File: config.mk
export PLATFORM = sky130hd
export DESIGN_NAME = sr_button_ctrl_flat
export DESIGN_NICKNAME = d
export VERILOG_FILES = /design/src/rtl/sr_button_ctrl_if.sv /design/src/rtl/sr_button_ctrl.sv /design/src/flat_wrapper.sv
export SDC_FILE = /design/constraint.sdc
export NUM_CORES = 1
export LEC_CHECK = 0
export CAP_MARGIN = 25
export CELL_PAD_IN_SITES_DETAIL_PLACEMENT = 1
export CELL_PAD_IN_SITES_GLOBAL_PLACEMENT = 1
export CORE_AREA = 2 2 39 41
export CTS_BUF_LIST = sky130_fd_sc_hd__clkbuf_2
export DETAILED_ROUTE_END_ITERATION = 10
export DIE_AREA = 0 0 41 43
export PLACE_DENSITY_LB_ADDON = 0.1
export SLEW_MARGIN = 20
export SYNTH_ARGS = -nofsm -noshare
export SYNTH_HDL_FRONTEND = slang
export SYNTH_SLANG_ARGS = --single-unit
export TNS_END_PERCENT = 50
File: constraint.sdc
create_clock -name clk -period 1.33 [get_ports clk]
set_input_delay 0.3325 -clock clk [delete_from_list [all_inputs] [get_ports clk]]
set_output_delay 0.3325 -clock clk [all_outputs]
set_load 0.005 [all_outputs]
File: src/rtl/sr_button_ctrl_if.sv
// Button/command bundle between the button front panel and sr_button_ctrl.
// The master drives the raw buttons; the slave (the controller) drives the SR commands.
interface sr_button_ctrl_if;
    logic btn_set_raw;
    logic btn_rst_raw;
    logic s;
    logic r;
    logic conflict;

    modport master (
        output btn_set_raw,
        output btn_rst_raw,
        input  s,
        input  r,
        input  conflict
    );

    modport slave (
        input  btn_set_raw,
        input  btn_rst_raw,
        output s,
        output r,
        output conflict
    );
endinterface

File: src/rtl/sr_button_ctrl.sv
// Synchronizes and debounces two push buttons and drives a downstream SR flip-flop,
// with reset taking priority. Define SR_BTN_LEVEL_MODE_EN for level outputs instead of pulses.
module sr_button_ctrl #(
    parameter int unsigned DEBOUNCE_CYCLES = 4
) (
    input logic            clk,
    input logic            reset_n,
    sr_button_ctrl_if.slave bus
);
    localparam int unsigned    CW       = $clog2(DEBOUNCE_CYCLES + 1);
    localparam logic [CW-1:0]  CNT_LAST = CW'(DEBOUNCE_CYCLES - 1);

    // Channel 0 = set, channel 1 = reset.
    logic [1:0] raw;
    logic [1:0] deb;

    assign raw = {bus.btn_rst_raw, bus.btn_set_raw};

    for (genvar ch = 0; ch < 2; ch++) begin : g_ch
        logic          sync1_q;
        logic          sync2_q;
        logic [CW-1:0] cnt_q;
        logic [CW-1:0] cnt_d;
        logic          deb_q;
        logic          deb_d;

        // Reaching the final count toggles the level and leaves the counter cleared.
        always_comb begin
            cnt_d = '0;
            deb_d = deb_q;
            if (sync2_q != deb_q) begin
                if (cnt_q == CNT_LAST) begin
                    deb_d = ~deb_q;
                end else begin
                    cnt_d = cnt_q + 1'b1;
                end
            end
        end

        always_ff @(posedge clk or negedge reset_n) begin
            if (!reset_n) begin
                sync1_q <= 1'b0;
                sync2_q <= 1'b0;
                cnt_q   <= '0;
                deb_q   <= 1'b0;
            end else begin
                sync1_q <= raw[ch];
                sync2_q <= sync1_q;
                cnt_q   <= cnt_d;
                deb_q   <= deb_d;
            end
        end

        assign deb[ch] = deb_q;
    end

    logic s_d;
    logic r_d;
    logic conflict_d;
    logic s_q;
    logic r_q;
    logic conflict_q;

`ifdef SR_BTN_LEVEL_MODE_EN
    always_comb begin
        s_d        = deb[0] & ~deb[1];
        r_d        = deb[1];
        conflict_d = deb[0] & deb[1];
    end
`else
    logic [1:0] deb_prev_q;
    logic [1:0] req;

    always_ff @(posedge clk or negedge reset_n) begin
        if (!reset_n) begin
            deb_prev_q <= '0;
        end else begin
            deb_prev_q <= deb;
        end
    end

    assign req = deb & ~deb_prev_q;

    // A set request colliding with a reset request is dropped, never replayed.
    always_comb begin
        s_d        = req[0] & ~req[1];
        r_d        = req[1];
        conflict_d = req[0] & req[1];
    end
`endif

    always_ff @(posedge clk or negedge reset_n) begin
        if (!reset_n) begin
            s_q        <= 1'b0;
            r_q        <= 1'b0;
            conflict_q <= 1'b0;
        end else begin
            s_q        <= s_d;
            r_q        <= r_d;
            conflict_q <= conflict_d;
        end
    end

    assign bus.s        = s_q;
    assign bus.r        = r_q;
    assign bus.conflict = conflict_q;
endmodule
File: src/flat_wrapper.sv
// flat-port wrapper written by rule: the top's interface ports become plain ports
module sr_button_ctrl_flat 
#(
    parameter int unsigned DEBOUNCE_CYCLES = 4
)
  (clk, reset_n, bus_btn_set_raw, bus_btn_rst_raw, bus_s, bus_r, bus_conflict);
  sr_button_ctrl_if bus_i ();
  input logic clk;
  input logic reset_n;
  input wire logic [$bits(bus_i.btn_set_raw)-1:0] bus_btn_set_raw;
  input wire logic [$bits(bus_i.btn_rst_raw)-1:0] bus_btn_rst_raw;
  output wire logic [$bits(bus_i.s)-1:0] bus_s;
  output wire logic [$bits(bus_i.r)-1:0] bus_r;
  output wire logic [$bits(bus_i.conflict)-1:0] bus_conflict;
  assign bus_i.btn_set_raw = bus_btn_set_raw;
  assign bus_i.btn_rst_raw = bus_btn_rst_raw;
  assign bus_s = bus_i.s;
  assign bus_r = bus_i.r;
  assign bus_conflict = bus_i.conflict;
  sr_button_ctrl #(.DEBOUNCE_CYCLES(DEBOUNCE_CYCLES)) u_core (.clk(clk), .reset_n(reset_n), .bus(bus_i));
endmodule
# Yosys cells after proc, flatten, opt, wreduce, memory -nomap -nowiden
# Cells that the tools add are included.
# Widths: inputs -> output; s select.
word_totals:
  reg_bits: 17
  in_bits: 4
  output_inout_bits: 3
  elab_cells: 31
op_classes:
  reduce_logical: 2
  eq_ne: 4
  bitwise_logic: 7
  n_addsub: 2
  muxes: 4
op_table:
  columns: ["operator", "count"]
  rows:
  - ["$mux 3", 4]
  - ["$add 3x1->3 const B", 2]
  - ["$eq 3x2->1 const B", 2]
  - ["$reduce_and 2->1", 2]
  - ["$not 1->1", 3]
  - ["$and 1x1->1", 2]
  - ["$and 2x2->2", 1]
  - ["$ne 1x1->1", 2]
  - ["$not 2->2", 1]

# Logic depth before layout (Yosys ltp)
depth:
  depth_word: 4
  ltp_mapped: 3
  mapped_depth_nobuf: 3

# Least setup slack after synthesis
# OpenSTA, ideal clock, no wires.
synth_path:
  path_type: "flip-flop to flip-flop"
  startpoint: "reg u_core.g_ch[0].cnt_q[0]"
  endpoint: "reg u_core.g_ch[0].deb_q"
  setup_time_ps: 125
  required_ps: 1205
  path_stages_with_launch: 4
  path_slack_ps: 240
  t_arrival_ps: 965
  n_path_buf: 0
  synth_period_minus_slack_ps: 1090
  path_cell_list: "dfrtp_1 -> ha_1 -> nor2b_4 -> mux2_2"
synth_between:
  elab_chain_cells: 2
synth_lines:
  columns: ["element", "line", "source"]
  rows:
  - ["from (decl)", "sr_button_ctrl.sv:22", "logic [CW-1:0] cnt_q;"]
  - ["from (signal assigned)", "sr_button_ctrl.sv:49", "cnt_q <= cnt_d;"]
  - ["$eq 3x2->1", "sr_button_ctrl.sv:32", "if (cnt_q == CNT_LAST) begin"]
  - ["$reduce_and 2->1 (no line)", null, null]
  - ["to (signal assigned)", "sr_button_ctrl.sv:45", "deb_q <= 1'b0;"]
  - ["to (signal assigned)", "sr_button_ctrl.sv:50", "deb_q <= deb_d;"]
  - ["to (decl)", "sr_button_ctrl.sv:24", "logic deb_q;"]
# Every way passes these cells.
# A chain may end at the register's enable or synchronous reset.

# Final worst setup path
layout_path:
  startpoint: "reg u_core.conflict_q, in the netlist u_core.bus.conflict"
  endpoint: "out bus_conflict"
layout_lines:
  columns: ["element", "line", "source"]
  rows:
  - ["from (decl)", "sr_button_ctrl.sv:62", "logic conflict_q;"]
  - ["from (signal assigned)", "sr_button_ctrl.sv:100", "conflict_q <= conflict_d;"]
  - ["to (decl)", "flat_wrapper.sv:14", "output wire logic [$bits(bus_i.conflict)-1:0] bus_conflict;"]
# No word-level cell between the ends.

==> metrics.txt <==
# TYPE chip_impl_metric gauge
chip_impl_info{name="cp_cell_sequence",value="dlygate4sd2_1"} 1
chip_impl_metric{name="antenna_found_initial",unit=""} 0
chip_impl_metric{name="syn-instance-count",unit=""} 34
chip_impl_metric{name="final_antenna_net_count",unit=""} 0
chip_impl_metric{name="ios",unit=""} 7
chip_impl_info{name="rsz0062_at_grt",value="no"} 1
chip_impl_metric{name="drt-initial-drc-count",unit=""} 0
chip_impl_info{name="holdCritPathClass",value="input port to async pin"} 1
chip_impl_metric{name="detailed_place.area",unit="um2"} 676
chip_impl_metric{name="timing.final.crit_period",unit="ns"} 1.24
chip_impl_metric{name="worst_slew_margin_rel",unit="%"} 80.8
chip_impl_info{name="status",value="completed"} 1
chip_impl_info{name="cts_root_buf",value="clkbuf_2"} 1
chip_impl_metric{name="worst-path-buf-inv",unit=""} 1
chip_impl_metric{name="io_buffer_count",unit=""} 6
chip_impl_metric{name="timing.final.hold_violations",unit=""} 0
chip_impl_metric{name="total_power",unit="W"} 0.00128
chip_impl_metric{name="synth_largest_type_area_fraction",unit="%"} 72.3
chip_impl_metric{name="synth_area",unit="um2"} 588
chip_impl_metric{name="floorplan.initialDensity",unit="%"} 42.5
chip_impl_metric{name="drt_pre_antenna_iters",unit=""} 1
chip_impl_metric{name="reg2reg_slack",unit="ns"} 0.15
chip_impl_metric{name="number_of_setup_violations_in_the_final_report",unit=""} 0
chip_impl_metric{name="grt_pass1_vias",unit=""} 360
chip_impl_metric{name="detail_route.drc_violations",unit=""} 0
chip_impl_info{name="cts_tree",value="yes"} 1
chip_impl_metric{name="nFillCells",unit=""} 140
chip_impl_metric{name="die_width",unit="um"} 41
chip_impl_metric{name="cts_sinks",unit=""} 17
chip_impl_metric{name="peakVddDrop",unit="mV"} 0.735
chip_impl_metric{name="report.final.slew_viol_count",unit=""} 0
chip_impl_metric{name="tightest_slew",unit="ns"} 0.286
chip_impl_metric{name="fin_worst_skew",unit="ns"} 0.00598
chip_impl_info{name="critical_path_source_type",value="flop"} 1
chip_impl_info{name="post_synth_main_area_contributors",value="dfrtp_1 (72%), nor3b_1 (5.1%), nor2b_4 (4.7%)"} 1
chip_impl_metric{name="core_region_area",unit="um2"} 1380
chip_impl_metric{name="synth.lib_cells_used.distinct",unit=""} 10
chip_impl_info{name="crit_slowest_cell",value="dfrtp_1"} 1
chip_impl_metric{name="detailroute.via_count",unit=""} 297
chip_impl_metric{name="synth_edf_count",unit=""} 0
chip_impl_metric{name="post-cts-setup-buffer-count",unit=""} 0
chip_impl_info{name="cell_taking_the_most_area_after_synthesis",value="dfrtp_1"} 1
chip_impl_metric{name="fmax",unit="MHz"} 805
chip_impl_metric{name="yosysWarningCount",unit=""} 0
chip_impl_metric{name="post-place-cells",unit=""} 57
chip_impl_metric{name="clk_pin_slew_worst_setup_hold_paths",unit="ns"} 0.14
chip_impl_metric{name="cp.arrival",unit="ns"} 0.91
chip_impl_metric{name="nets",unit=""} 52
chip_impl_info{name="synth_commonest_cells",value="dfrtp_1 (17), nor3b_1 (4)"} 1
chip_impl_metric{name="synth.avg_cell_area",unit="um2"} 17.3
chip_impl_metric{name="fp-row-count",unit=""} 14
chip_impl_info{name="reg2reg_from",value="u_core.g_ch[0].cnt_q[0]"} 1
chip_impl_metric{name="required_time_worst_endpoint",unit="ns"} 1.00
chip_impl_metric{name="diodes",unit=""} 0
chip_impl_info{name="critPathKind",value="flop to output port"} 1
chip_impl_metric{name="power_density",unit="nW/um2"} 1850
chip_impl_metric{name="route.detailed.wl_per_inst",unit="um"} 13.3
chip_impl_metric{name="grt_start_max_net_pins",unit=""} 18
chip_impl_metric{name="grt_first_pass_wirelength",unit="um"} 1410
chip_impl_metric{name="layout-area-overhead-vs-synth",unit="%"} 17.7
chip_impl_metric{name="drive_gt1_share",unit="%"} 24.4
chip_impl_metric{name="synth_async_sr_flop_share",unit="%"} 100
chip_impl_metric{name="tns",unit="ns"} 0
chip_impl_metric{name="grt_util_all_layers",unit="%"} 12.8
chip_impl_info{name="synth-main-ff-cell",value="dfrtp_1"} 1
chip_impl_metric{name="routed_via_density",unit=""} 4.87
chip_impl_metric{name="cts.hold.buffers_added",unit=""} 0
chip_impl_metric{name="final_cell_area",unit="um2"} 692
chip_impl_metric{name="finalWirelength",unit="um"} 811
chip_impl_metric{name="clk_buf_depth",unit=""} 2
chip_impl_metric{name="final_cell_count_no_fill",unit=""} 61
chip_impl_metric{name="die_h",unit="um"} 43
chip_impl_metric{name="cts-htree-levels",unit=""} 1
chip_impl_metric{name="worst_path_largest_cell_delay",unit="ns"} 0.38
chip_impl_info{name="crit_path_end_kind",value="output port"} 1
chip_impl_metric{name="final.period_utilization",unit="%"} 93.4
chip_impl_metric{name="cts_resized",unit=""} 3
chip_impl_metric{name="r2r.worst_path.cells",unit=""} 3
chip_impl_metric{name="synth_sequential_area_ratio",unit="%"} 72.3
chip_impl_info{name="worst_r2r_endpoint",value="u_core.g_ch[0].deb_q"} 1
chip_impl_metric{name="gp_congestion",unit=""} 0.543
chip_impl_info{name="synth.most_common_cell",value="dfrtp_1"} 1
chip_impl_metric{name="final_util",unit="%"} 50.0
chip_impl_metric{name="number_of_cts_inserted_buffers",unit=""} 3
chip_impl_metric{name="critical_path.max_fanout",unit=""} 1
chip_impl_metric{name="mappedNetlistNets",unit=""} 40
chip_impl_metric{name="grt_overflow",unit=""} 0
chip_impl_metric{name="full_die_area",unit="um2"} 1760
chip_impl_metric{name="insertion_delay",unit="ns"} 0.27
chip_impl_metric{name="static-leakage-power",unit="nW"} 0.333
chip_impl_metric{name="synth.ff_latch_count",unit=""} 17
chip_impl_info{name="critical_path.top_delay_family",value="flip-flops"} 1
chip_impl_metric{name="maxCapViolCount",unit=""} 0
cells by family after synthesis:
| logic type | share of synthesized area (%) |
|---|---|
| XOR/XNOR | 2.98 |
| adder cells (fa/ha/maj) | 4.25 |
| flip-flops | 72.3 |
| multiplexers | 3.83 |
| AND/OR/NAND/NOR | 16.6 |
how the worst max path moves through the flow:
stage,slack [ns],depth (start not counted),start,end
final,0.09,1,u_core.bus.conflict,bus_conflict
after global routing,0.02,1,u_core.bus.conflict,bus_conflict
after CTS,0.05,1,u_core.bus.conflict,bus_conflict
after detailed placement,0.16,3,u_core.g_ch[0].cnt_q[0],u_core.g_ch[0].deb_q
after global placement,0.21,1,u_core.bus.r,bus_r
after floorplan,0.24,3,u_core.g_ch[0].cnt_q[0],u_core.g_ch[0].deb_q
per-layer routing:
metal | part of all wire, % | vias up | track usage, %
li1 | - | 137 | -
met1 | 35 | 153 | 12.4
met2 | 59 | 7 | 22.2
met3 | 5.7 | 0 | 3.14
met4 | 0 | 0 | 8.00
met5 | 0 | - | 0
registers in the layout, summed over array words and instances (netlist names):
name and flops:
u_core.g_ch.cnt_q 6, u_core.deb_prev_q 2, u_core.g_ch.deb_q 2, u_core.g_ch.sync1_q 2, u_core.g_ch.sync2_q 2, u_core.bus.conflict 1, u_core.bus.r 1, u_core.bus.s 1
where the power goes:
part | internal (W) | switching (W)
clock network | 0.0000797 | 0.000140
logic | 0.000188 | 0.000123
registers | 0.000665 | 0.0000827
cells in the final DEF, fill, tap and decap left out, drive strengths merged:
master and n:
xnor2 2, dlygate4sd2 3, clkdlybuf4s50 3, nor3b 5
and2b 1, mux2 2, nor3 2, ha 2
and3b 1, dfrtp 17, nor2b 2, buf 1
clkbuf 4
metrics by stage:
step	setup slack (ns)	hold WS [ns]
2_1_floorplan	0.240	0.0369
3_3_place_gp	0.207	0.335
3_5_place_dp	0.160	0.338
4_1_cts	0.0503	0.335
5_1_grt	0.0191	0.347
6_report	0.0879	0.350
final cells by class:
cell class                      instances  area (um2)  share of cell area (%)
Clock buffer                            4        20.0                    2.89
Sequential cell                        17         425                    61.5
Multi-Input combinational cell         17         163                    23.5
Tap cell                               16        20.0                    2.89
Timing Repair Buffer                    7        63.8                    9.22
No activity file was read; power rests on OpenSTA's default activity.
